[src/rtl/pcs_pkg.sv]
// Shared types and helpers for the point cloud stream packer: point layout,
// derived widths, point packing and the beat-assembly state encoding.
package pcs_pkg;

    localparam int DEF_COORD_W = 32;
    localparam int DEF_COLOR_W = 8;
    localparam int DEF_POINT_W = 3 * DEF_COORD_W + 4 * DEF_COLOR_W;

    function automatic int point_w(input int coord_w, input int color_w);
        return 3 * coord_w + 4 * color_w;
    endfunction

    function automatic int beat_w(input int coord_w, input int color_w, input int points);
        return points * point_w(coord_w, color_w);
    endfunction

    typedef struct packed {
        logic [DEF_COORD_W-1:0] x;
        logic [DEF_COORD_W-1:0] y;
        logic [DEF_COORD_W-1:0] z;
        logic [DEF_COLOR_W-1:0] r;
        logic [DEF_COLOR_W-1:0] g;
        logic [DEF_COLOR_W-1:0] b;
        logic [DEF_COLOR_W-1:0] intensity;
    } point_t;

    // MSB->LSB order is x, y, z, R, G, B, intensity
    function automatic logic [DEF_POINT_W-1:0] pack_point(input point_t p);
        return {p.x, p.y, p.z, p.r, p.g, p.b, p.intensity};
    endfunction

    typedef enum logic {
        EMPTY,
        FILLING
    } asm_state_t;

endpackage

[src/rtl/point_cloud_stream_packer_if.sv]
// Point-in / beat-out handshake bundle. master = upstream decoder and
// downstream consumer side, slave = the packer itself.
interface point_cloud_stream_packer_if #(
    parameter int COORD_W         = 32,
    parameter int COLOR_W         = 8,
    parameter int POINTS_PER_BEAT = 4
);
    localparam int BEAT_W = pcs_pkg::beat_w(COORD_W, COLOR_W, POINTS_PER_BEAT);

    logic                       in_valid;
    logic                       in_ready;
    logic [COORD_W-1:0]         x;
    logic [COORD_W-1:0]         y;
    logic [COORD_W-1:0]         z;
    logic [COLOR_W-1:0]         R;
    logic [COLOR_W-1:0]         G;
    logic [COLOR_W-1:0]         B;
    logic [COLOR_W-1:0]         intensity;
    logic                       in_last;
    logic                       out_valid;
    logic                       out_ready;
    logic [BEAT_W-1:0]          out_data;
    logic [POINTS_PER_BEAT-1:0] out_keep;
    logic                       out_last;

    modport master (
        output in_valid, x, y, z, R, G, B, intensity, in_last, out_ready,
        input  in_ready, out_valid, out_data, out_keep, out_last
    );

    modport slave (
        input  in_valid, x, y, z, R, G, B, intensity, in_last, out_ready,
        output in_ready, out_valid, out_data, out_keep, out_last
    );

endinterface

[src/rtl/pcs_beat_fifo.sv]
// Beat FIFO of {keep, last, data} with a registered head: count includes the
// beat currently presented on the outputs, so DEPTH beats in total.
module pcs_beat_fifo #(
    parameter int DATA_W = 512,
    parameter int KEEP_W = 4,
    parameter int DEPTH  = 4,
    localparam int CNT_W = $clog2(DEPTH) + 1
) (
    input  logic              clk,
    input  logic              reset,
    input  logic              push,
    input  logic [DATA_W-1:0] push_data,
    input  logic [KEEP_W-1:0] push_keep,
    input  logic              push_last,
    input  logic              out_ready,
    output logic              out_valid,
    output logic [DATA_W-1:0] out_data,
    output logic [KEEP_W-1:0] out_keep,
    output logic              out_last,
    output logic [CNT_W-1:0]  count
);
    localparam int PTR_W   = $clog2(DEPTH);
    localparam int ENTRY_W = KEEP_W + 1 + DATA_W;

    logic [ENTRY_W-1:0] mem [DEPTH];
    logic [PTR_W-1:0]   wr_ptr_reg, rd_ptr_reg, rd_ptr_next;
    logic [CNT_W-1:0]   count_reg, count_next;
    logic [ENTRY_W-1:0] head_reg, head_next, push_entry;
    logic               out_valid_reg, pop;

    assign push_entry  = {push_keep, push_last, push_data};
    assign pop         = out_valid_reg && out_ready;
    assign count_next  = count_reg + CNT_W'(push) - CNT_W'(pop);
    assign rd_ptr_next = rd_ptr_reg + PTR_W'(pop);

    // Head reloads only when it is free or being consumed; a beat pushed into
    // an otherwise empty store bypasses the array.
    always_comb begin
        head_next = head_reg;
        if (pop || !out_valid_reg) begin
            if (count_next == '0)
                head_next = '0;
            else if ((count_reg - CNT_W'(pop)) == '0)
                head_next = push_entry;
            else
                head_next = mem[rd_ptr_next];
        end
    end

    always_ff @(posedge clk) begin
        if (push)
            mem[wr_ptr_reg] <= push_entry;
    end

    always_ff @(posedge clk) begin
        if (reset) begin
            wr_ptr_reg    <= '0;
            rd_ptr_reg    <= '0;
            count_reg     <= '0;
            head_reg      <= '0;
            out_valid_reg <= 1'b0;
        end else begin
            wr_ptr_reg    <= wr_ptr_reg + PTR_W'(push);
            rd_ptr_reg    <= rd_ptr_next;
            count_reg     <= count_next;
            head_reg      <= head_next;
            out_valid_reg <= (count_next != '0);
        end
    end

    assign {out_keep, out_last, out_data} = head_reg;
    assign out_valid = out_valid_reg;
    assign count     = count_reg;

endmodule

[src/rtl/point_cloud_stream_packer.sv]
// Packs LiDAR points into POINTS_PER_BEAT-lane beats with keep/last.
// Optional macro PCS_ZERO_FILTER_EN drops x==y==z==0 points (last still honoured).
module point_cloud_stream_packer
    import pcs_pkg::*;
#(
    parameter int COORD_W         = 32,
    parameter int COLOR_W         = 8,
    parameter int POINTS_PER_BEAT = 4,
    parameter int FIFO_DEPTH      = 4
) (
    input logic clk,
    input logic reset,
    point_cloud_stream_packer_if.slave bus
);
    localparam int POINT_W = point_w(COORD_W, COLOR_W);
    localparam int BEAT_W  = beat_w(COORD_W, COLOR_W, POINTS_PER_BEAT);
    localparam int LANE_W  = $clog2(POINTS_PER_BEAT + 1);
    localparam int CNT_W   = $clog2(FIFO_DEPTH) + 1;

    asm_state_t                 state_reg, state_next;
    logic [LANE_W-1:0]          lane_reg, lane_next;
    logic [BEAT_W-1:0]          asm_data_reg, asm_data_next, merged_data;
    logic [POINTS_PER_BEAT-1:0] asm_keep_reg, asm_keep_next, merged_keep;
    logic [POINT_W-1:0]         point_word;
    logic [CNT_W-1:0]           fifo_count;
    logic                       ready_en_reg, in_ready_int;
    logic                       accept, is_blank, write_pt, close;

    generate
        if (COORD_W == DEF_COORD_W && COLOR_W == DEF_COLOR_W) begin : g_std_point
            assign point_word = pack_point('{x: bus.x, y: bus.y, z: bus.z, r: bus.R,
                                             g: bus.G, b: bus.B, intensity: bus.intensity});
        end else begin : g_custom_point
            assign point_word = {bus.x, bus.y, bus.z, bus.R, bus.G, bus.B, bus.intensity};
        end
    endgenerate

`ifdef PCS_ZERO_FILTER_EN
    assign is_blank = (bus.x == '0) && (bus.y == '0) && (bus.z == '0);
`else
    assign is_blank = 1'b0;
`endif

    // Ready depends only on registered state: never on out_ready
    assign in_ready_int = ready_en_reg && (fifo_count < CNT_W'(FIFO_DEPTH));
    assign bus.in_ready = in_ready_int;
    assign accept       = bus.in_valid && in_ready_int;
    assign write_pt     = accept && !is_blank;
    assign close        = accept && (bus.in_last ||
                          (write_pt && lane_reg == LANE_W'(POINTS_PER_BEAT - 1)));

    // Assembly register with the incoming point dropped into the current lane
    for (genvar gi = 0; gi < POINTS_PER_BEAT; gi++) begin : g_lane
        logic lane_hit;
        assign lane_hit = write_pt && (lane_reg == LANE_W'(gi));
        assign merged_data[gi*POINT_W +: POINT_W] =
            lane_hit ? point_word : asm_data_reg[gi*POINT_W +: POINT_W];
        assign merged_keep[gi] = lane_hit | asm_keep_reg[gi];
    end

    always_comb begin
        state_next    = state_reg;
        lane_next     = lane_reg;
        asm_data_next = asm_data_reg;
        asm_keep_next = asm_keep_reg;
        if (close) begin
            state_next    = EMPTY;
            lane_next     = '0;
            asm_data_next = '0;
            asm_keep_next = '0;
        end else if (write_pt) begin
            state_next    = FILLING;
            lane_next     = lane_reg + LANE_W'(1);
            asm_data_next = merged_data;
            asm_keep_next = merged_keep;
        end
    end

    always_ff @(posedge clk) begin
        if (reset) begin
            state_reg    <= EMPTY;
            lane_reg     <= '0;
            asm_data_reg <= '0;
            asm_keep_reg <= '0;
            ready_en_reg <= 1'b0;
        end else begin
            state_reg    <= state_next;
            lane_reg     <= lane_next;
            asm_data_reg <= asm_data_next;
            asm_keep_reg <= asm_keep_next;
            ready_en_reg <= 1'b1;
        end
    end

    pcs_beat_fifo #(
        .DATA_W (BEAT_W),
        .KEEP_W (POINTS_PER_BEAT),
        .DEPTH  (FIFO_DEPTH)
    ) u_fifo (
        .clk       (clk),
        .reset     (reset),
        .push      (close),
        .push_data (merged_data),
        .push_keep (merged_keep),
        .push_last (bus.in_last),
        .out_ready (bus.out_ready),
        .out_valid (bus.out_valid),
        .out_data  (bus.out_data),
        .out_keep  (bus.out_keep),
        .out_last  (bus.out_last),
        .count     (fifo_count)
    );

endmodule

[src/flat_wrapper.sv]
// flat-port wrapper written by rule: the top's interface ports become plain ports
module point_cloud_stream_packer_flat import pcs_pkg::*;
#(
    parameter int COORD_W         = 32,
    parameter int COLOR_W         = 8,
    parameter int POINTS_PER_BEAT = 4,
    parameter int FIFO_DEPTH      = 4
)
  (clk, reset, bus_in_valid, bus_x, bus_y, bus_z, bus_R, bus_G, bus_B, bus_intensity, bus_in_last, bus_out_ready, bus_in_ready, bus_out_valid, bus_out_data, bus_out_keep, bus_out_last);
  point_cloud_stream_packer_if #(.COORD_W(COORD_W), .COLOR_W(COLOR_W), .POINTS_PER_BEAT(POINTS_PER_BEAT)) bus_i ();
  input logic clk;
  input logic reset;
  input wire logic [$bits(bus_i.in_valid)-1:0] bus_in_valid;
  input wire logic [$bits(bus_i.x)-1:0] bus_x;
  input wire logic [$bits(bus_i.y)-1:0] bus_y;
  input wire logic [$bits(bus_i.z)-1:0] bus_z;
  input wire logic [$bits(bus_i.R)-1:0] bus_R;
  input wire logic [$bits(bus_i.G)-1:0] bus_G;
  input wire logic [$bits(bus_i.B)-1:0] bus_B;
  input wire logic [$bits(bus_i.intensity)-1:0] bus_intensity;
  input wire logic [$bits(bus_i.in_last)-1:0] bus_in_last;
  input wire logic [$bits(bus_i.out_ready)-1:0] bus_out_ready;
  output wire logic [$bits(bus_i.in_ready)-1:0] bus_in_ready;
  output wire logic [$bits(bus_i.out_valid)-1:0] bus_out_valid;
  output wire logic [$bits(bus_i.out_data)-1:0] bus_out_data;
  output wire logic [$bits(bus_i.out_keep)-1:0] bus_out_keep;
  output wire logic [$bits(bus_i.out_last)-1:0] bus_out_last;
  assign bus_i.in_valid = bus_in_valid;
  assign bus_i.x = bus_x;
  assign bus_i.y = bus_y;
  assign bus_i.z = bus_z;
  assign bus_i.R = bus_R;
  assign bus_i.G = bus_G;
  assign bus_i.B = bus_B;
  assign bus_i.intensity = bus_intensity;
  assign bus_i.in_last = bus_in_last;
  assign bus_i.out_ready = bus_out_ready;
  assign bus_in_ready = bus_i.in_ready;
  assign bus_out_valid = bus_i.out_valid;
  assign bus_out_data = bus_i.out_data;
  assign bus_out_keep = bus_i.out_keep;
  assign bus_out_last = bus_i.out_last;
  point_cloud_stream_packer #(.COORD_W(COORD_W), .COLOR_W(COLOR_W), .POINTS_PER_BEAT(POINTS_PER_BEAT), .FIFO_DEPTH(FIFO_DEPTH)) u_core (.clk(clk), .reset(reset), .bus(bus_i));
endmodule
[config.mk]
export PLATFORM = sky130hd
export DESIGN_NAME = point_cloud_stream_packer_flat
export DESIGN_NICKNAME = d
export VERILOG_FILES = /design/src/rtl/pcs_pkg.sv /design/src/rtl/point_cloud_stream_packer_if.sv /design/src/rtl/pcs_beat_fifo.sv /design/src/rtl/point_cloud_stream_packer.sv /design/src/flat_wrapper.sv
export SDC_FILE = /design/constraint.sdc
export NUM_CORES = 2
export LEC_CHECK = 0
export CAP_MARGIN = 20
export CORE_MARGIN = 2
export CORE_UTILIZATION = 35
export DETAILED_ROUTE_END_ITERATION = 6
export SETUP_SLACK_MARGIN = 0.02
export SLEW_MARGIN = 20
export SYNTH_ARGS = -nofsm -noshare
export SYNTH_HDL_FRONTEND = slang
export SYNTH_SLANG_ARGS = --single-unit
[constraint.sdc]
create_clock -name clk -period 48 [get_ports clk]
set_clock_uncertainty 0.05 [all_clocks]
set_input_delay 9.6 -clock clk [delete_from_list [all_inputs] [get_ports clk]]
set_output_delay 9.6 -clock clk [all_outputs]
set_load 0.05 [all_outputs]
# == Yosys cells after proc, flatten, opt, wreduce, memory -nomap -nowiden ==
# Memory sizes are Yosys's and may differ from the RTL's.
# Cells that the tools add are included.
# totals
regBits,1045
mem_bits_rw,2068
inputBits,133
memories,1
# classes
addsub,6
magnitude_cmp,1
n_eq_ne,3
mux,9
n_bitwise,4
n_reduce_logical,16
# mem_list
memory,words,word_bits,read_ports,rd_clocked_by_memory_dff,write_ports,line,rtl
u_core.u_fifo.mem,4,517,1,0,1,pcs_beat_fifo.sv:25,logic [ENTRY_W-1:0] mem [DEPTH];
# ops
cell,n
$mux W517,2
$mux W128,4
$logic_not A3 Y1,3
$logic_and A1 B1 Y1,8
$eq A3 B2 Y1 const B,2
$sub A3 B1 Y3,2
$add A2 B1 Y2,2
$or A1 B1 Y1,4
$add A3 B1 Y3,1
$add A3 B1 Y3 const B,1
$eq A3 B1 Y1 const B,1
$lt A3 B3 Y1 const B,1
$mux W1,3
$reduce_bool A3 Y1,1
$logic_or A1 B1 Y1,2
$reduce_or A2 Y1,1
$logic_not A1 Y1,1

# == Logic depth before layout (Yosys ltp) ==
# depth
ltp_word,10
mapped_depth,15
ltp_nobuf,11

# == Modules after synthesis ==
# From an unflattened synthesis, not the netlist that was laid out.
# hier_totals
cells_unflattened,7060
hier_area_um2,115356.9
# modules_own_cells
module,n_inst,cells_each,area_each_um2,seq_area_each_um2
pcs_beat_fifo,1,4471,94101.5,72609.6
point_cloud_stream_packer,1,2589,21255.4,10410.0

# == Worst setup path after synthesis ==
# OpenSTA, ideal clock, no wires.
# synth_path
path_kind,input-to-reg
startpoint,input bus_in_valid
endpoint,"memory u_core.u_fifo.mem[1][0] (netlist name), enable pin"
setup_ns,2.138
arrival_ns,47.835
t_required_ns,45.812
slack_ns,-2.023
stages,6
path_cell_list,and3b_1 -> clkbuf_1 -> o21ai_1 -> clkbuf_1 -> clkbuf_1 -> nor3b_1
# synth_via
elab_chain_cells,6
# synth_rtl
element,line,rtl
start: declaration,flat_wrapper.sv:13,input wire logic [$bits(bus_i.in_valid)-1:0] bus_in_valid;
$logic_and A1 B1 Y1 *,point_cloud_stream_packer.sv:47,assign accept = bus.in_valid && in_ready_int;
$logic_and A1 B1 Y1,point_cloud_stream_packer.sv:50,(write_pt && lane_reg == LANE_W'(POINTS_PER_BEAT - 1)));
$logic_or A1 B1 Y1,point_cloud_stream_packer.sv:49,assign close = accept && (bus.in_last ||
$logic_and A1 B1 Y1 *,point_cloud_stream_packer.sv:49,
$mux W1 *,pcs_beat_fifo.sv:51,if (push)
$mux W1 (not written as such) *,pcs_beat_fifo.sv:52,mem[wr_ptr_reg] <= push_entry;
end: declaration,pcs_beat_fifo.sv:25,
# Every way passes the cells marked *; elsewhere a longest branch is shown, timed or not.

# == Final worst setup path ==
# layout_path
startpoint,input bus_in_valid
endpoint,register u_core.u_fifo.head_reg[324]
# layout_via
elab_chain_cells,8
# layout_rtl
element,line,rtl
$logic_and A1 B1 Y1 *,point_cloud_stream_packer.sv:47,
$logic_and A1 B1 Y1,point_cloud_stream_packer.sv:50,
$logic_or A1 B1 Y1,point_cloud_stream_packer.sv:49,
$logic_and A1 B1 Y1,point_cloud_stream_packer.sv:49,
$add A3 B1 Y3,pcs_beat_fifo.sv:33,assign count_next = count_reg + CNT_W'(push) - CNT_W'(pop);
$sub A3 B1 Y3,pcs_beat_fifo.sv:33,
$logic_not A3 Y1,pcs_beat_fifo.sv:41,if (count_next == '0)
$mux W517 *,pcs_beat_fifo.sv:41,
end signal: assignment,pcs_beat_fifo.sv:66,head_reg <= head_next;
end: declaration,pcs_beat_fifo.sv:28,"logic [ENTRY_W-1:0] head_reg, head_next, push_entry;"
# Marked as above.
# A chain may end at the register's enable or synchronous reset.

==> flow_summary.ini <==
[detailed_routing]
antenna_violating_nets_post_route = 0
viasPerCell = 5.31
wirelength_um = 322000
drt_iter0_markers = 6034
route.vias.total = 66500
drc = 0
routedWlPerCell_um = 25.7
drt-pass1-iter-count = 5

[setup_path]
critical_path_required_ns = 48.76
critical_path.cell_chain = clkdlybuf4s50_1 > and3b_1 > o21ai_4 > ha_1 > inv_1 > ha_1 > fa_1 > xor3_1 > a211oi_4 > buf_4 > buf_4 > buf_4 > buf_4 > buf_4 > nand3_1 > o211ai_1
worst-path-buf-inv = 7
critical_path.most_common_cell = buf_4
critPathCaptureType = register
cpPeakStageDelay_ns = 0.84
critPathLaunchType = input pin
cp.arrival_ns = 16.22
crit_family = buffers and inverters
cp_slowest_cell = buf_4
worst-path-max-fanout = 59
critical_path_class = in -> reg

[sta]
relSlewSlack_pct = 19.3
layout_setup_ws_ns = 32.54
final_max_slew_viols = 0
worst-slew-pin-transition_ns = 1.21
period_needed_ns = 15.46
hold_viol = 0
tns_ns = 0
fmax_mhz = 64.7
timing.hold.ws_ns = 0.411
setup_viol = 0
rsz0062_at_grt = false
post-route-period-util_pct = 32.2

[logic_synthesis]
synth_cell_count_leaders = edfxtp_1, dfxtp_1, nand2_1, mux4_2, inv_1
post-synth-top-area-cell = edfxtp_1
synth_top_cells_by_area = edfxtp_1, dfxtp_1, mux4_2
seq_area_frac_synth_pct = 71.8
synth_area_um2 = 116000
async_flop_share_pct = 0
most_repeated_cell_in_the_gate_level_netlist_after_synthesis = edfxtp_1
warnings_synthesis = 0
ys_seq_elements = 3113
synth_cell_types = 37
count_of_mapped_cells_out_of_synthesis = 7294
number_of_flops_mapped_to_enable_cells_by_yosys = 2068
synth_nets = 7438
synthFlopType = edfxtp_1
syn_avg_cell_area_um2 = 15.8
area_share_of_the_leading_cell_type_in_the_synthesized_netlist_pct = 53.7

[placed_design]
pre_cts_ws_ns = 31.63
place_area_um2 = 127000
gp_routability_congestion = 0.738
hpwlAfterDp_um = 181000
port-buffer-count = 651

[power_and_ir_drop]
power_density_nw_per_um2 = 61.6
vdd_drop_max_mv = 0.0559
cellLeakagePower_uw = 0.0503

[floorplan]
i_o_pin_total = 652
fp.coreArea_um2 = 328000
die_height_um = 579
start_util_pct = 35.2
die_area_um2 = 335000
die_w_um = 579
fp-row-count = 210

[clock_network]
clockRootBuffer = clkbuf_16
post_cts_buffers = 0
cts_tree = yes
cts.sink_count = 3113
post_cts.resized_instances = 0
clock_latency_ns = 0.93
cts_hold_repair.buffers = 0
clk_pin_slew_ns = 0.07
tritoncts.num_buffers = 334
cts_htree_levels = 5
clk_path_buf_depth = 4

[layout]
design.final.nets = 8045
sequential_cell_area_um2 = 83000
final_design_area_no_fill_um2 = 138000
final_util_pct = 42.0
share_of_layout_cells_above_drive_strength_1_pct = 15.8
filler_cell_count = 29300
areaGrowthSynthToFinish_pct = 19.2
number_of_flip_flops_under_the_largest_register_name = 2068
multi_input_combinational_cell_area_um2 = 29200

[global_route]
grt_max_degree = 131
groute.usage.overall_pct = 18.6
antenna_found_initial = 11
grt_pass1_wl_um = 464000
first_global_vias = 67400
global_route.overflow_total = 0

[worst_hold_path]
timing.hold.worst.class = reg -> reg

[status]
status = completed

[job]
drv.max_cap_violation_count = 0
## kinds of logic (layout without fill, tap and decap cells)
| group | after synthesis | count (layout) | share of synthesized area, % |
|---|---|---|---|
| compound gates | 786 | 786 | 4.83 |
| fa+ha+maj | 11 | 11 | 0.126 |
| other cells | 0 | 1 | 0 |
| buf+inv | 897 | 1790 | 3.02 |
| mux | 1029 | 1029 | 14.6 |
| flops | 3113 | 3113 | 71.8 |
| xor+xnor | 5 | 5 | 0.0509 |
| simple gates | 1453 | 1453 | 5.48 |
## per-layer routing
layer,global-route usage [%],share of wire [%]
met1,25.1,42
met2,30.7,48
met3,3.99,7.5
met4,4.77,2.4
met5,0,0.018
## metrics by stage
stage	std cells	total power [uW]
final	12500	8490
after detailed placement	11900	6010
after floorplan	7294	5010
after global routing	12500	8810
after CTS	12500	8580
after global placement	11900	5990
## worst reg2reg max path: stages (launching register included)
cell	delay [ns]
dfxtp_1	0.41
ha_1	0.18
ha_1	0.22
o21ai_4	0.07
ha_1	0.29
inv_1	0.04
ha_1	0.18
fa_1	0.41
xor3_1	0.49
a211oi_4	0.27
buf_4	0.58
buf_4	0.88
buf_4	0.72
buf_4	0.68
buf_4	0.78
nand3_1	0.20
o211ai_1	0.14
## layout make-up
class                      count  share of cell area [%]
clock inverter               155                    1.22
inverter                     398                    1.09
tap                         4346                    3.95
multi-input combinational   3284                    21.2
antenna                        1                 0.00182
timing repair buffer         770                    5.49
sequential                  3113                    60.3
clock buffer                 467                    6.80
## cells in the final DEF, fill, tap and decap left out, types with 9 or more instances in the layout
cell type and instances:
mux2i_1 384, clkinv_1 32, nand3_1 385, dfxtp_1 1045, bufinv_16 20, o211ai_1 386
mux2_2 128, clkbuf_8 45, clkdlybuf4s50_1 650, a21oi_1 135, ha_1 9, nand2_1 518
nor2_1 391, a22oi_1 128, mux4_2 517, edfxtp_1 2068, inv_6 11, clkinvlp_4 9
and3_1 132, clkbuf_1 85, buf_12 12, clkinv_16 9, clkbuf_16 337, a211oi_1 129
clkinv_2 59, inv_1 397, buf_4 107
## where the power goes
group	internal [uW]	switching (uW)	leakage [uW]
Sequential	3080	214	0.0275
Combinational	837	1790	0.0174
Clock	1490	1080	0.00540
## path summary, 6_finish.rpt
| path | cells after the start | to | startpoint | slack [ns] |
|---|---|---|---|---|
| worst max-delay path | 16 | u_core.u_fifo.head_reg[324]$_SDFFE_PP0P_ | bus_in_valid | 32.54 |
| worst min-delay path | 2 | u_core.u_fifo.head_reg[513]$_SDFFE_PP0P_ | u_core.u_fifo.head_reg[513]$_SDFFE_PP0P_ | 0.41 |
| worst max register to register | 16 | u_core.u_fifo.head_reg[324]$_SDFFE_PP0P_ | u_core.lane_reg[0]$_SDFFE_PP0P_ | 41.32 |
| worst min register to register | 2 | u_core.u_fifo.head_reg[513]$_SDFFE_PP0P_ | u_core.u_fifo.head_reg[513]$_SDFFE_PP0P_ | 0.41 |
No activity file was read; power rests on OpenSTA's default activity.
